File: src/rtl/alu_booth_mult_sequencer.sv
// Signed 32x32 Booth radix-2 multiplier that borrows the shared execute-stage ALU
// for one add/sub per iteration and returns the low product word plus an overflow flag.
module alu_booth_mult_sequencer #(
    parameter int ITERS = 32
) (
    input  logic        clock,
    input  logic        reset_n,
    input  logic        ctrl_MULT,
    input  logic [31:0] data_operandA,
    input  logic [31:0] data_operandB,
    input  logic        alu_grant,
    output logic        alu_req,
    output logic [31:0] alu_operandA,
    output logic [31:0] alu_operandB,
    output logic [4:0]  alu_opcode,
    output logic [4:0]  alu_shamt,
    input  logic [31:0] alu_result,
    input  logic        alu_overflow,
    output logic        busy,
    output logic [31:0] data_result,
    output logic        data_exception,
    output logic        data_resultRDY
);

    localparam logic [4:0] OP_ADD = 5'd0;
    localparam logic [4:0] OP_SUB = 5'd1;

    typedef enum logic [1:0] {IDLE, RUN, DONE} state_t;

    state_t      state, state_nxt;
    logic [31:0] mcand, p_hi, p_lo;
    logic        q_m1;
    logic [5:0]  count;

    logic        start, step, last, sign_bit;
    logic [31:0] p_hi_nxt, p_lo_nxt;

    assign start    = ctrl_MULT && (state != RUN);
    assign step     = (state == RUN) && alu_grant;
    assign last     = (count == 6'(ITERS - 1));
    // The ALU result is only 32 bits; XOR with overflow recovers the true 33-bit sign.
    assign sign_bit = alu_result[31] ^ alu_overflow;
    assign p_hi_nxt = {sign_bit, alu_result[31:1]};
    assign p_lo_nxt = {alu_result[0], p_lo[31:1]};

    always_ff @(posedge clock or negedge reset_n) begin
        if (!reset_n) begin
            state <= IDLE;
        end else begin
            // NOTE: sequential state uses non-blocking assignments so every register
            // samples pre-edge values regardless of statement order.
            state <= state_nxt;
        end
    end

    always_comb begin
        // NOTE: default first so no path leaves state_nxt unassigned (no latch).
        state_nxt = state;
        case (state)
            IDLE, DONE: state_nxt = start ? RUN : IDLE;
            RUN:        if (step && last) state_nxt = DONE;
            default:    state_nxt = IDLE;
        endcase
    end

    always_comb begin
        alu_operandA = '0;
        alu_operandB = '0;
        alu_opcode   = OP_ADD;
        if (state == RUN) begin
            alu_operandA = p_hi;
            case ({p_lo[0], q_m1})
                2'b10: begin
                    alu_opcode   = OP_SUB;
                    alu_operandB = mcand;
                end
                2'b01:   alu_operandB = mcand;
                default: alu_operandB = '0;
            endcase
        end
    end

    always_ff @(posedge clock or negedge reset_n) begin
        if (!reset_n) begin
            mcand          <= '0;
            p_hi           <= '0;
            p_lo           <= '0;
            q_m1           <= 1'b0;
            count          <= '0;
            data_result    <= '0;
            data_exception <= 1'b0;
        end else if (start) begin
            mcand <= data_operandA;
            p_hi  <= '0;
            p_lo  <= data_operandB;
            q_m1  <= 1'b0;
            count <= '0;
        end else if (step) begin
            p_hi  <= p_hi_nxt;
            p_lo  <= p_lo_nxt;
            q_m1  <= p_lo[0];
            count <= count + 6'd1;
            if (last) begin
                data_result    <= p_lo_nxt;
                data_exception <= (p_hi_nxt != {32{p_lo_nxt[31]}});
            end
        end
    end

    assign busy           = (state == RUN);
    assign alu_req        = (state == RUN);
    assign data_resultRDY = (state == DONE);
    assign alu_shamt      = '0;

endmodule

File: config.mk
export PLATFORM = sky130hd
export DESIGN_NAME = alu_booth_mult_sequencer
export DESIGN_NICKNAME = d
export VERILOG_FILES = /design/src/rtl/alu_booth_mult_sequencer.sv
export SDC_FILE = /design/constraint.sdc
export NUM_CORES = 1
export LEC_CHECK = 0
export ABC_AREA = 1
export BUFFER_PORTS_ARGS = -buffer_cell sky130_fd_sc_hd__buf_4
export CORE_MARGIN = 3
export CORE_UTILIZATION = 50
export DETAILED_ROUTE_END_ITERATION = 12
export PLACE_DENSITY = 0.79
export SLEW_MARGIN = 20
export SYNTH_ARGS = -nofsm -noshare
export SYNTH_HDL_FRONTEND = slang
export SYNTH_SLANG_ARGS = --single-unit
File: constraint.sdc
create_clock -name clock -period 3.05 [get_ports clock]
set_input_delay 0.1525 -clock clock [delete_from_list [all_inputs] [get_ports clock]]
set_output_delay 0.1525 -clock clock [all_outputs]
set_load 0.005 [all_outputs]
Word-level counts from Yosys, hierarchy flattened --
Cells that the tools add are included.
Storage, ports and cells: flip-flop bits (word level) 138, input port bits 101, output and inout port bits 110, word-level logic and storage cells 43
Operators by class: add/subtract/negate cells 1, equal/unequal tests 8, muxes and demuxes 16, bitwise gates (word level) 2, reductions and logical operators 8
Operators with widths (count):
- two-way mux 32 bit | 7
- != test 32 bit | 1
- two-way mux 6 bit | 2
- adder 6 x 1 -> 6 bit, second input constant | 1
- equality test 6 x 5 -> 1 bit, second input constant | 1
- two-way mux 1 bit | 5
- equality test 2 x 1 -> 1 bit, second input constant | 2
- equality test 2 bit, second input constant | 2
- != test 2 x 1 -> 1 bit, second input constant | 2
- one-hot mux 2 bit (2 select lines) | 1
- OR reduction 2 bit | 2
- logical AND 1 bit | 3
- AND reduction 3 bit | 1
- zero test 2 bit | 1
- two-way mux 2 bit | 1
- nonzero test 2 bit | 1
- inverter 1 bit | 1
- XOR 1 bit | 1

Depth between registers and ports, before layout --
Gate-level depths: netlist (run 1).
word-level depth 5, depth in mapped cells 9, gate-level depth less buffers 8

Worst setup path before layout (run 1) --
OpenSTA, ideal clock, no wires.
kind register to register, start reg count[0], end reg data_result[31], library setup time 122 ps, arrival 1307 ps, required time 2928 ps, path slack 1621 ps, cell stages (with the launch flop) 8, path buffers 1, clock period less this slack 1429 ps, path through dfrtp_1 -> ha_1 -> nand3_1 -> nor3_4 -> inv_2 -> buf_2 -> nand2_1 -> o21ai_1
On the way: longest elaborated chain between the ends 2
RTL lines:
- start, declared | RTL line 33 | logic [5:0] count;
- start signal, assigned | RTL line 102 | count <= count + 6'd1;
- equality test 6 x 5 -> 1 bit | RTL line 40 | assign last = (count == 6'(ITERS - 1));
- AND reduction 3 bit (no source line)
- end signal, assigned | RTL line 104 | data_result <= p_lo_nxt;
- end, declared | RTL line 20 | output logic [31:0] data_result,
Every way passes these cells. A chain may end at the register's enable or synchronous reset.

Final worst setup path (run 1) --
start reg state[1], end reg p_lo[9]
On the way: longest elaborated chain between the ends 3, elaborated cells on any way between the ends 6, those cells by class eq/ne (2); mux (1); reduce/logical (3)
RTL lines:
- start, declared | RTL line 30 | state_t state, state_nxt;
- start signal, assigned | RTL line 52 | state <= state_nxt;
- != test 2 x 1 -> 1 bit / equality test 2 x 1 -> 1 bit (equally long branches) | RTL line 38, 39
- logical AND 1 bit (on tied branches) | RTL line 38, 39
- two-way mux 32 bit / nonzero test 2 bit (equally long branches)
- end signal, assigned | RTL line 95 | p_lo <= data_operandB;
- end signal, assigned | RTL line 100 | p_lo <= p_lo_nxt;
- end, declared | RTL line 31 | logic [31:0] mcand, p_hi, p_lo;
Parallel ways exist; a longest one is shown, timed or not.

==> out/results.tsv, run 1 <==
metric	value	unit
drcViolationCount	0	
final_area	0.00923	mm2
viasPerCell	4.94	
place_area	0.00784	mm2
die_area	0.0139	mm2
whs_endpoint	p_lo[31]$_DFFE_PN0P_	
port_buffers	201	
fin_crit	2.36	ns
p_sw_frac	0.244	
syn_inst	776	
timing.fmax	423	MHz
drt_iter0_drc	533	
internal-power	3.65	mW
async_flop_share	1.00	
grt_pass1_vias	5980	
power.density	523	mW/mm2
slew_violations	0	
std_cell_rows	40	
placed_cells	1113	
grt_first_pass_wirelength	29100	um
peakVddDrop	0.000359	V
p_leak	4.75	nW
reg2reg_to	p_lo[9]$_DFFE_PN0P_	
cp_data_required_time	3.38	ns
syn_area	0.00624	mm2
yosysUniqueCellTypes	27	
synth-seq-cells	138	
cts_tree	done	
setup_viol	0	
cts_setup_buffers	0	
hp-start	data_operandB[31]	
dp_hpwl	10900	um
p_clk_frac	0.437	
total_power	4.83	mW
syn_area_per_cell	8.05	um2
grt_max_degree	87	
coreArea	0.0121	mm2
path_class	reg -> reg	
worstMarginPinSlew	1.03	ns
fin_hold_ws	0.00433	ns
worstReg2RegStart	state[1]$_DFFE_PN0P_	
clock_skew	0.00715	ns
holdPathStages	3	
clk_latency	0.42	ns
start_kind	register	
clk_pin_slew	0.06	ns
cts_hold_buffers	78	
synth-seq-area-share	0.553	
finalHoldViolations	0	
final_nets	1145	
p_sw	1.18	mW
finalCritPeriodShare	0.775	
cts.sinks	138	
pin_count	211	
seqPwrFrac	0.421	
crit_slowest_cell	nand2_2	
syn_to_final_growth	47.9	%
hold_path_class	in -> reg	
worstPathMaxFanout	36	
gp_congestion	0.814	
cts_buffer_depth	2	
yosys_warnings	0	
grt_antenna_before_repair	0	
cpMostUsedCell	nand2_2	
drt_wl_total	17900	um
n_fill_cell	863	
cts_htree_levels	4	
overflow	0	
cts_buffers	17	
initial_core_util	0.515	
combPwrFrac	0.143	
reg2reg_depth	6	
rsz0062_at_grt	no	
drt_first_pass_iters	5	
timing.critical_path.arrival	2.69	ns
wire_per_inst	14.6	um
fin_ws	0.688	ns
end_kind	register	
cp_slowest_stage_delay	0.46	ns
cts_resized	0	
final_cells	1223	
place_ws	0.716	ns
synth-edff-count	0	
r2r_slack	0.69	ns
clock_tree.root_cell	clkbuf_16	
die_x	118	um
antenna_left	0	
relSlewSlack	0.315	
track_usage	0.261	
setup-tns-final	0	ns
num_vias	6047	
antenna_cells	0	
path_cells	nor2_8 -> inv_2 -> nand2_2 -> nand2_2 -> buf_12 -> o21ai_0	
fin_util	0.762	
synth_flop_cell	dfrtp_1	
drive_gt1_frac	0.238	
outcome	complete, no violations	
max_cap_viol_count	0	
die_h	118	um
==> layout by cell type, fill, tap and decap left out, types with 9 or more instances in the layout <==
cell / n
o22ai_1: 18
o21ai_0: 94
buf_4: 211
o21ai_1: 45
dlygate4sd3_1: 78
clkbuf_16: 17
conb_1: 9
nand2_1: 216
dfrtp_1: 138
nor2_1: 95
inv_1: 82
==> cells in the mapped netlist (6+ instances only) <==
| master | n | share of area |
|---|---|---|
| dfrtp_1 | 138 | 0.55 |
| o21ai_1 | 45 | 0.036 |
| a21oi_1 | 7 | 0.0056 |
| inv_1 | 82 | 0.049 |
| o21ai_0 | 94 | 0.075 |
| nand2_1 | 217 | 0.13 |
| buf_4 | 11 | 0.013 |
| nand3_1 | 6 | 0.0048 |
| clkbuf_1 | 19 | 0.011 |
| buf_2 | 19 | 0.015 |
| o22ai_1 | 18 | 0.018 |
| nor2_1 | 95 | 0.057 |
==> logic make-up after synthesis <==
family	after synthesis	synth area share
XOR/XNOR	3	0.00421
adder cells (fa/ha/maj)	2	0.00401
buffers and inverters	138	0.0934
AND/OR/NAND/NOR	328	0.207
AO/OA/AOI/OAI	166	0.138
flip-flops	138	0.553
other	1	0.000601
==> layout make-up <==
class / instances / area [um2] / area share
clock buffers: 26 / 529 / 0.0573
clock inverters: 6 / 82.6 / 0.00894
inverters: 86 / 323 / 0.0350
multi-input cells: 508 / 2240 / 0.243
flip-flops and latches: 138 / 3450 / 0.374
well taps: 168 / 210 / 0.0228
repair buffers: 291 / 2400 / 0.259
==> metal layers <==
layer  up-vias  routed length, um  share of wire  GRT usage
met5         -                  0              0          0
met2       236               8790           0.49      0.427
met3        40               1110          0.062     0.0601
met1      2824               7520           0.42      0.337
met4         0                453          0.025      0.107
li1       2947                  -              -          -
==> critical path, delay by kind of cell (launching register included) <==
family	cells	cell delay [ns]
buffers and inverters	2	0.40
AND/OR/NAND/NOR	3	1.24
flip-flops	1	0.43
AO/OA/AOI/OAI	1	0.19
==> flip-flops by register name, summed over array words and instances, names as in the netlist <==
register	count
mcand	32
data_result	32
count	6
p_lo	32
state	2
q_m1	1
data_exception	1
p_hi	32
==> worst max-delay path by stage <==
| stage | startpoint | to | slack [ns] | depth (start not counted) |
|---|---|---|---|---|
| after global routing | state[1]$_DFFE_PN0P_ | data_result[14]$_DFFE_PN0P_ | 0.48 | 6 |
| after CTS | state[1]$_DFFE_PN0P_ | p_lo[9]$_DFFE_PN0P_ | 0.67 | 6 |
| after global placement | state[1]$_DFFE_PN0P_ | p_lo[22]$_DFFE_PN0P_ | 0.78 | 6 |
| after floorplan | count[0]$_DFFE_PN0P_ | data_result[31]$_DFFE_PN0P_ | 1.62 | 7 |
| after detailed placement | state[1]$_DFFE_PN0P_ | data_result[7]$_DFFE_PN0P_ | 0.72 | 6 |
| final | state[1]$_DFFE_PN0P_ | p_lo[9]$_DFFE_PN0P_ | 0.69 | 6 |
==> power by group through the flow <==
stage | Sequential (mW) | Combinational (mW) | Clock, mW
floorplan | 2.05 | 0.311 | 0
global placement | 2.06 | 0.586 | 0
detailed placement | 2.06 | 0.595 | 0
CTS | 2.03 | 0.684 | 2.12
global route | 2.05 | 0.769 | 2.20
finish | 2.03 | 0.689 | 2.11
No activity file was read; power rests on OpenSTA's default activity.
==> run 2, diff against run 1 <==
--- a/config.mk
+++ b/config.mk
@@ -5,12 +5,12 @@
 export SDC_FILE = /design/constraint.sdc
 export NUM_CORES = 1
 export LEC_CHECK = 0
-export ABC_AREA = 1
+export ABC_AREA = 0
 export BUFFER_PORTS_ARGS = -buffer_cell sky130_fd_sc_hd__buf_4
 export CORE_MARGIN = 3
-export CORE_UTILIZATION = 50
+export CORE_UTILIZATION = 46
 export DETAILED_ROUTE_END_ITERATION = 12
-export PLACE_DENSITY = 0.79
+export PLACE_DENSITY = 0.77
 export SLEW_MARGIN = 20
 export SYNTH_ARGS = -nofsm -noshare
 export SYNTH_HDL_FRONTEND = slang
==> constraint.sdc (replaced) <==
create_clock -name clock -period 2.02 [get_ports clock]
set_input_delay 0.101 -clock clock [delete_from_list [all_inputs] [get_ports clock]]
set_output_delay 0.101 -clock clock [all_outputs]
set_load 0.005 [all_outputs]
==> out/results.tsv, run 2 <==
metric	value	unit	change
clk_latency	0.41	ns	about the same
synth_top_area_frac	0.557		+0.00346
overflow	0		unchanged
worstSetupPathDepth	5		-1
cts_buffers	17		unchanged
timing.fmax	529	MHz	
drt_iter0_drc	495		-7.1%
syn_to_final_growth	52.2	%	
p_clk_frac	0.313		-0.124
clock_skew	0.00456	ns	-0.00259 ns
cts_buffer_depth	2		unchanged
p_leak	4.74	nW	-0.27%
wl_met3	1250	um	+13%
drt_wl_total	18600	um	+4.0%
clock_tree.root_cell	clkbuf_16		
p_sw	3.03	mW	+160%
drive_gt1_frac	0.309		+0.0709
setup-tns-final	0	ns	unchanged
crit_slowest_cell	dfrtp_1		
syn_area	0.00620	mm2	-0.62%
hold_path_class	in -> reg		
synthTopCellsByCount	nand2_1, dfrtp_1, and2_1		
die_area	0.0149	mm2	+7.6%
drcViolationCount	0		unchanged
end_kind	primary output		
cp_slowest_stage_delay	0.40	ns	-0.06 ns
final_cell_mix	buf_4, nand2_1, dfrtp_1		
cts_setup_buffers	0		unchanged
timing.critical_path.arrival	1.79	ns	-0.90 ns
std_cell_rows	41		+2.5%
fin_hold_ws	0.0212	ns	+0.0169 ns
synth_flop_cell	dfrtp_1		
viasPerCell	5.24		+5.9%
p_sw_frac	0.299		+0.0543
start_kind	register		
cts_tree	done		
num_vias	5673		-6.2%
internal-power	7.13	mW	+95%
grt_first_pass_wirelength	29700	um	+1.8%
clk_pin_slew	0.06	ns	about the same
yosysMostFrequentCell	nand2_1		
outcome	complete, no violations		
grt_pass1_vias	5938		-0.70%
synth-seq-area-share	0.557		+0.00346
grt_max_degree	55		-37%
yosysUniqueCellTypes	36		+33%
power.density	1080	mW/mm2	+110%
path_class	reg -> out		
coreArea	0.0129	mm2	+6.7%
track_usage	0.255		-0.00546
peakVddDrop	0.000531	V	+48%
fin_crit	1.89	ns	
cts_htree_levels	4		unchanged
combPwrFrac	0.290		+0.147
routed.top_layer	met4		
wl_met1	7290	um	-3.2%
final_common_cell	buf_4		
worstPathMaxFanout	32		-11%
seq_area	0.00345	mm2	unchanged
wire_per_inst	17.2	um	+18%
cp_num_buf_inv	2		unchanged
cts.sinks	138		unchanged
cp_data_required_time	1.92	ns	-1.46 ns
slew_violations	0		unchanged
gp_congestion	0.841		+3.3%
die_x	122	um	+3.7%
max_cap_viol_count	0		unchanged
holdPathStages	3		unchanged
finalHoldViolations	0		unchanged
n_fill_cell	861		-0.23%
async_flop_share	1.00		unchanged
setup_viol	0		unchanged
final_nets	1001		-13%
critical-path-top-delay-family	flip-flops		
syn_inst	608		-22%
multiInputGateArea	0.00250	mm2	+12%
finalCritPeriodShare	0.935		
yosys-top-cells-area	dfrtp_1, nand2_1, and2_1, mux2_4, a22o_1		
initial_core_util	0.480		-0.0355
port_buffers	201		unchanged
grt_antenna_before_repair	1		+1
die_h	122	um	+3.7%
synth-edff-count	0		unchanged
reg2reg_depth	5		-1
synth-seq-cells	138		unchanged
dp_hpwl	11600	um	+6.2%
drt_first_pass_iters	5		unchanged
path_cells	ha_1 -> nor2_1 -> buf_6 -> and2_1 -> buf_4		
pin_count	211		unchanged
seqPwrFrac	0.397		-0.024
wl_met2	9460	um	+7.6%
antenna_left	0		unchanged
syn_area_per_cell	10.2	um2	+27%
yosys_warnings	0		unchanged
rsz0062_at_grt	no		
synth_area_leader_cell	dfrtp_1		
[run 2: cell types whose count changed after synthesis, moves of 17 or more]
cell | before | now
a22o_1 | 1 | 33
a31oi_1 | 0 | 33
and2_1 | 0 | 65
inv_1 | 82 | 3
mux2_4 | 0 | 26
nand2_1 | 217 | 168
nor2_1 | 95 | 39
o21ai_0 | 94 | 4
o21ai_1 | 45 | 0
o22ai_1 | 18 | 1
[run 2: area by class of cell]
cell class                 instances  area share
antenna                            1    0.000265
clock inverter                     6      0.0118
sequential                       138       0.366
tap                              172      0.0228
timing repair buffer             311       0.281
inverter                           3     0.00119
clock buffer                      25      0.0525
multi-input combinational        427       0.265
[run 2: path summary, 6_finish.rpt]
kind	from	end	slack (ns)
setup / recovery	p_lo[0]$_DFFE_PN0P_	alu_operandB[23]	0.13
hold / removal	data_operandB[3]	p_lo[3]$_DFFE_PN0P_	0.02
setup reg to reg	count[0]$_DFFE_PN0P_	data_result[13]$_DFFE_PN0P_	0.18
hold reg to reg	mcand[4]$_DFFE_PN0P_	mcand[4]$_DFFE_PN0P_	0.47
max in group asynchronous	reset_n	data_result[6]$_DFFE_PN0P_	1.20
min in group asynchronous	reset_n	data_result[26]$_DFFE_PN0P_	0.15
[run 2: layer usage]
metal,up-vias,GRT usage
met5,-,0
met4,0,0.119
met3,57,0.0608
met2,274,0.433
met1,2751,0.307
li1,2591,-
[run 2: metrics by stage]
stage	utilization	worst slack, ns	instance area (um2)	power, mW	instances
after floorplan	-	0.354	6230	5.40	616
after global placement	0.610	0.290	7880	6.65	956
after detailed placement	0.610	0.203	7880	6.78	956
after CTS	0.730	0.0760	9440	10.2	1082
after global routing	0.731	0.0108	9450	10.8	1083
final	0.731	0.130	9450	10.2	1083
[run 2: what timing repair did]
action	4_1_cts	5_1_grt
gates resized for setup	0	1
hold endpoints to repair	184	0
hold buffers	95	0
setup endpoints to repair	0	23
[run 2: logic make-up after synthesis]
family / share of synthesized area
AO/OA/AOI/OAI: 0.0883
XOR/XNOR: 0.00565
adder cells (fa/ha/maj): 0.00403
buffers and inverters: 0.0458
flip-flops: 0.557
multiplexers: 0.0738
other: 0.000604
AND/OR/NAND/NOR: 0.225
[run 2: worst reg2reg max path: stages, from the launching register on]
cell and delay [ns]:
dfrtp_1 0.42, ha_1 0.24, and4b_1 0.19, and3_2 0.33, buf_12 0.22, mux2_4 0.33
[run 2: power groups by stage]
| stage | combinational, mW | clock, mW | sequential [mW] |
|---|---|---|---|
| 3_3_place_gp | 2.67 | 0 | 3.99 |
| 3_5_place_dp | 2.76 | 0 | 4.03 |
| 5_1_grt | 3.27 | 3.37 | 4.11 |
| 4_1_cts | 2.93 | 3.23 | 4.01 |
| 6_report | 2.95 | 3.18 | 4.03 |
| 2_1_floorplan | 1.52 | 0 | 3.88 |
==> run 3, diff against run 2 <==
--- a/config.mk
+++ b/config.mk
@@ -8,9 +8,9 @@
 export ABC_AREA = 0
 export BUFFER_PORTS_ARGS = -buffer_cell sky130_fd_sc_hd__buf_4
 export CORE_MARGIN = 3
-export CORE_UTILIZATION = 46
+export CORE_UTILIZATION = 40
 export DETAILED_ROUTE_END_ITERATION = 12
-export PLACE_DENSITY = 0.77
+export PLACE_DENSITY = 0.68
 export SLEW_MARGIN = 20
 export SYNTH_ARGS = -nofsm -noshare
 export SYNTH_HDL_FRONTEND = slang
==> out/results.tsv, run 3 (synthesized netlist as in run 2, its figures left out) <==
metric	value	unit	change
power.density	1060	mW/mm2	-1.7%
die_x	131	um	+6.9%
finalCritPeriodShare	0.934		-0.00158
final_common_cell	buf_4		
worstMarginPinSlew	0.529	ns	
fin_crit	1.89	ns	-0.00320 ns
std_cell_rows	44		+7.3%
holdPathStages	3		unchanged
initial_core_util	0.417		-0.0625
start_kind	register		
p_leak	4.76	nW	+0.48%
multiInputGateArea	0.00251	mm2	+0.30%
max_cap_viol_count	0		unchanged
antenna_left	0		unchanged
grt_first_pass_wirelength	28500	um	-3.9%
final_cells	1098		+1.4%
fin_hold_ws	0.0400	ns	+0.0188 ns
drt_first_pass_iters	5		unchanged
cts_buffers	17		unchanged
cp_num_buf_inv	2		unchanged
n_fill_cell	1089		+26%
relSlewSlack	0.647		
finalHoldViolations	0		unchanged
setup_viol	0		unchanged
whs_endpoint	p_lo[31]$_DFFE_PN0P_		
r2r_slack	0.22	ns	+0.04 ns
worstReg2RegStart	count[0]$_DFFE_PN0P_		
track_usage	0.215		-0.0402
reg2reg_to	data_result[4]$_DFFE_PN0P_		
final_area	0.00948	mm2	+0.37%
path_cells	ha_1 -> nor2_1 -> buf_6 -> and2_1 -> buf_4		
worstPathMaxFanout	32		unchanged
hp-start	alu_result[0]		
fin_ws	0.134	ns	+0.00320 ns
drive_gt1_frac	0.311		+0.00193
coreArea	0.0149	mm2	+15%
final_nets	1005		+0.40%
place_ws	0.234	ns	+0.0303 ns
cts_tree	done		
overflow	0		unchanged
slew_violations	0		unchanged
cts_htree_levels	4		unchanged
timing.critical_path.arrival	1.79	ns	about the same
viasPerCell	5.02		-4.1%
grt_antenna_before_repair	0		-1
outcome	complete, no violations		
pin_count	211		unchanged
clock_skew	0.00749	ns	+0.00293 ns
setup-tns-final	0	ns	unchanged
grt_max_degree	71		+29%
reg2reg_depth	5		unchanged
place_area	0.00792	mm2	+0.44%
cts.sinks	138		unchanged
end_kind	primary output		
die_h	131	um	+6.9%
die_area	0.0170	mm2	+14%
cp_data_required_time	1.92	ns	about the same
cts_buffer_depth	2		unchanged
gp_congestion	0.859		+2.1%
dp_hpwl	11400	um	-1.7%
syn_to_final_growth	52.8	%	
cts_setup_buffers	0		unchanged
cp_slowest_stage_delay	0.40	ns	about the same
drcViolationCount	0		unchanged
path_class	reg -> out		
timing.fmax	530	MHz	+0.17%
grt_pass1_vias	5790		-2.5%
final_cell_mix	buf_4, nand2_1, dfrtp_1		
wire_per_inst	16.2	um	-5.5%
peakVddDrop	0.000632	V	+19%
crit_slowest_cell	dfrtp_1		
drt_iter0_drc	315		-36%
placed_cells	970		+1.5%
num_vias	5517		-2.7%
clock_tree.root_cell	clkbuf_16		
drt_wl_total	17800	um	-4.2%
clk_latency	0.42	ns	about the same
port_buffers	201		unchanged
seq_area	0.00345	mm2	unchanged
rsz0062_at_grt	no		
hold_path_class	in -> reg		
critical-path-top-delay-family	flip-flops		
clk_pin_slew	0.05	ns	about the same
antenna_cells	0		-1
[run 3: cell types whose count changed in the layout (fill, tap and decap cells not counted)]
cell           before  now
clkinv_2            1    4
buf_4             208  210
clkbuf_8            4    2
dlygate4sd3_1      95   97
clkinvlp_4          1    0
diode_2             1    0
nand2_2             1    0
nand2_4             0    1
nand2b_1            1    0
nand2b_2            0    1
[run 3: area by class of cell]
type	instances	share of cell area
clock buffer	23	0.0494
clock inverter	8	0.0125
inverter	3	0.00119
multi-input combinational	427	0.265
sequential	138	0.364
tap	184	0.0243
timing repair buffer	315	0.284
[run 3: how the worst max path moves through the flow]
stage / startpoint / to / slack [ns] / depth (start not counted)
final: p_lo[0]$_DFFE_PN0P_ / alu_operandB[5] / 0.13 / 5
after global routing: p_lo[0]$_DFFE_PN0P_ / alu_operandB[5] / 0.04 / 5
after CTS: state[1]$_DFFE_PN0P_ / alu_operandB[0] / 0.06 / 5
after detailed placement: count[0]$_DFFE_PN0P_ / data_result[4]$_DFFE_PN0P_ / 0.23 / 5
after global placement: count[0]$_DFFE_PN0P_ / data_result[12]$_DFFE_PN0P_ / 0.30 / 5
after floorplan: count[0]$_DFFE_PN0P_ / data_result[10]$_DFFE_PN0P_ / 0.35 / 6
[run 3: per-layer routing]
metal	up-vias	routed length [um]	share of wire	global-route usage
met3	36	1210	0.068	0.0732
li1	2606	-	-	-
met2	225	8860	0.50	0.358
met5	-	0	0	0
met1	2650	7300	0.41	0.256
met4	0	456	0.026	0.0883
[run 3: timing repair]
action	4_1_cts	5_1_grt
setup endpoints to repair	0	32
gates resized for setup	0	2
endpoints found under the hold margin	148	0
hold buffers	97	0
[run 3: metrics by stage]
stage	power, mW	utilization
floorplan	5.40	-
global placement	6.70	0.533
detailed placement	6.79	0.533
CTS	10.1	0.637
global route	10.7	0.638
finish	10.0	0.638
[run 3: power breakdown]
| group | switching, mW | internal, mW |
|---|---|---|
| Combinational | 1.38 | 1.55 |
| Clock | 1.09 | 1.99 |
| Sequential | 0.485 | 3.52 |
[run 3: worst register-to-register path, delay by kind of cell (launching register included)]
kind / cells / cell delay (ns)
AND/OR/NAND/NOR: 2 / 0.49
buffers and inverters: 1 / 0.19
adder cells (fa/ha/maj): 1 / 0.24
multiplexers: 1 / 0.35
flip-flops: 1 / 0.41
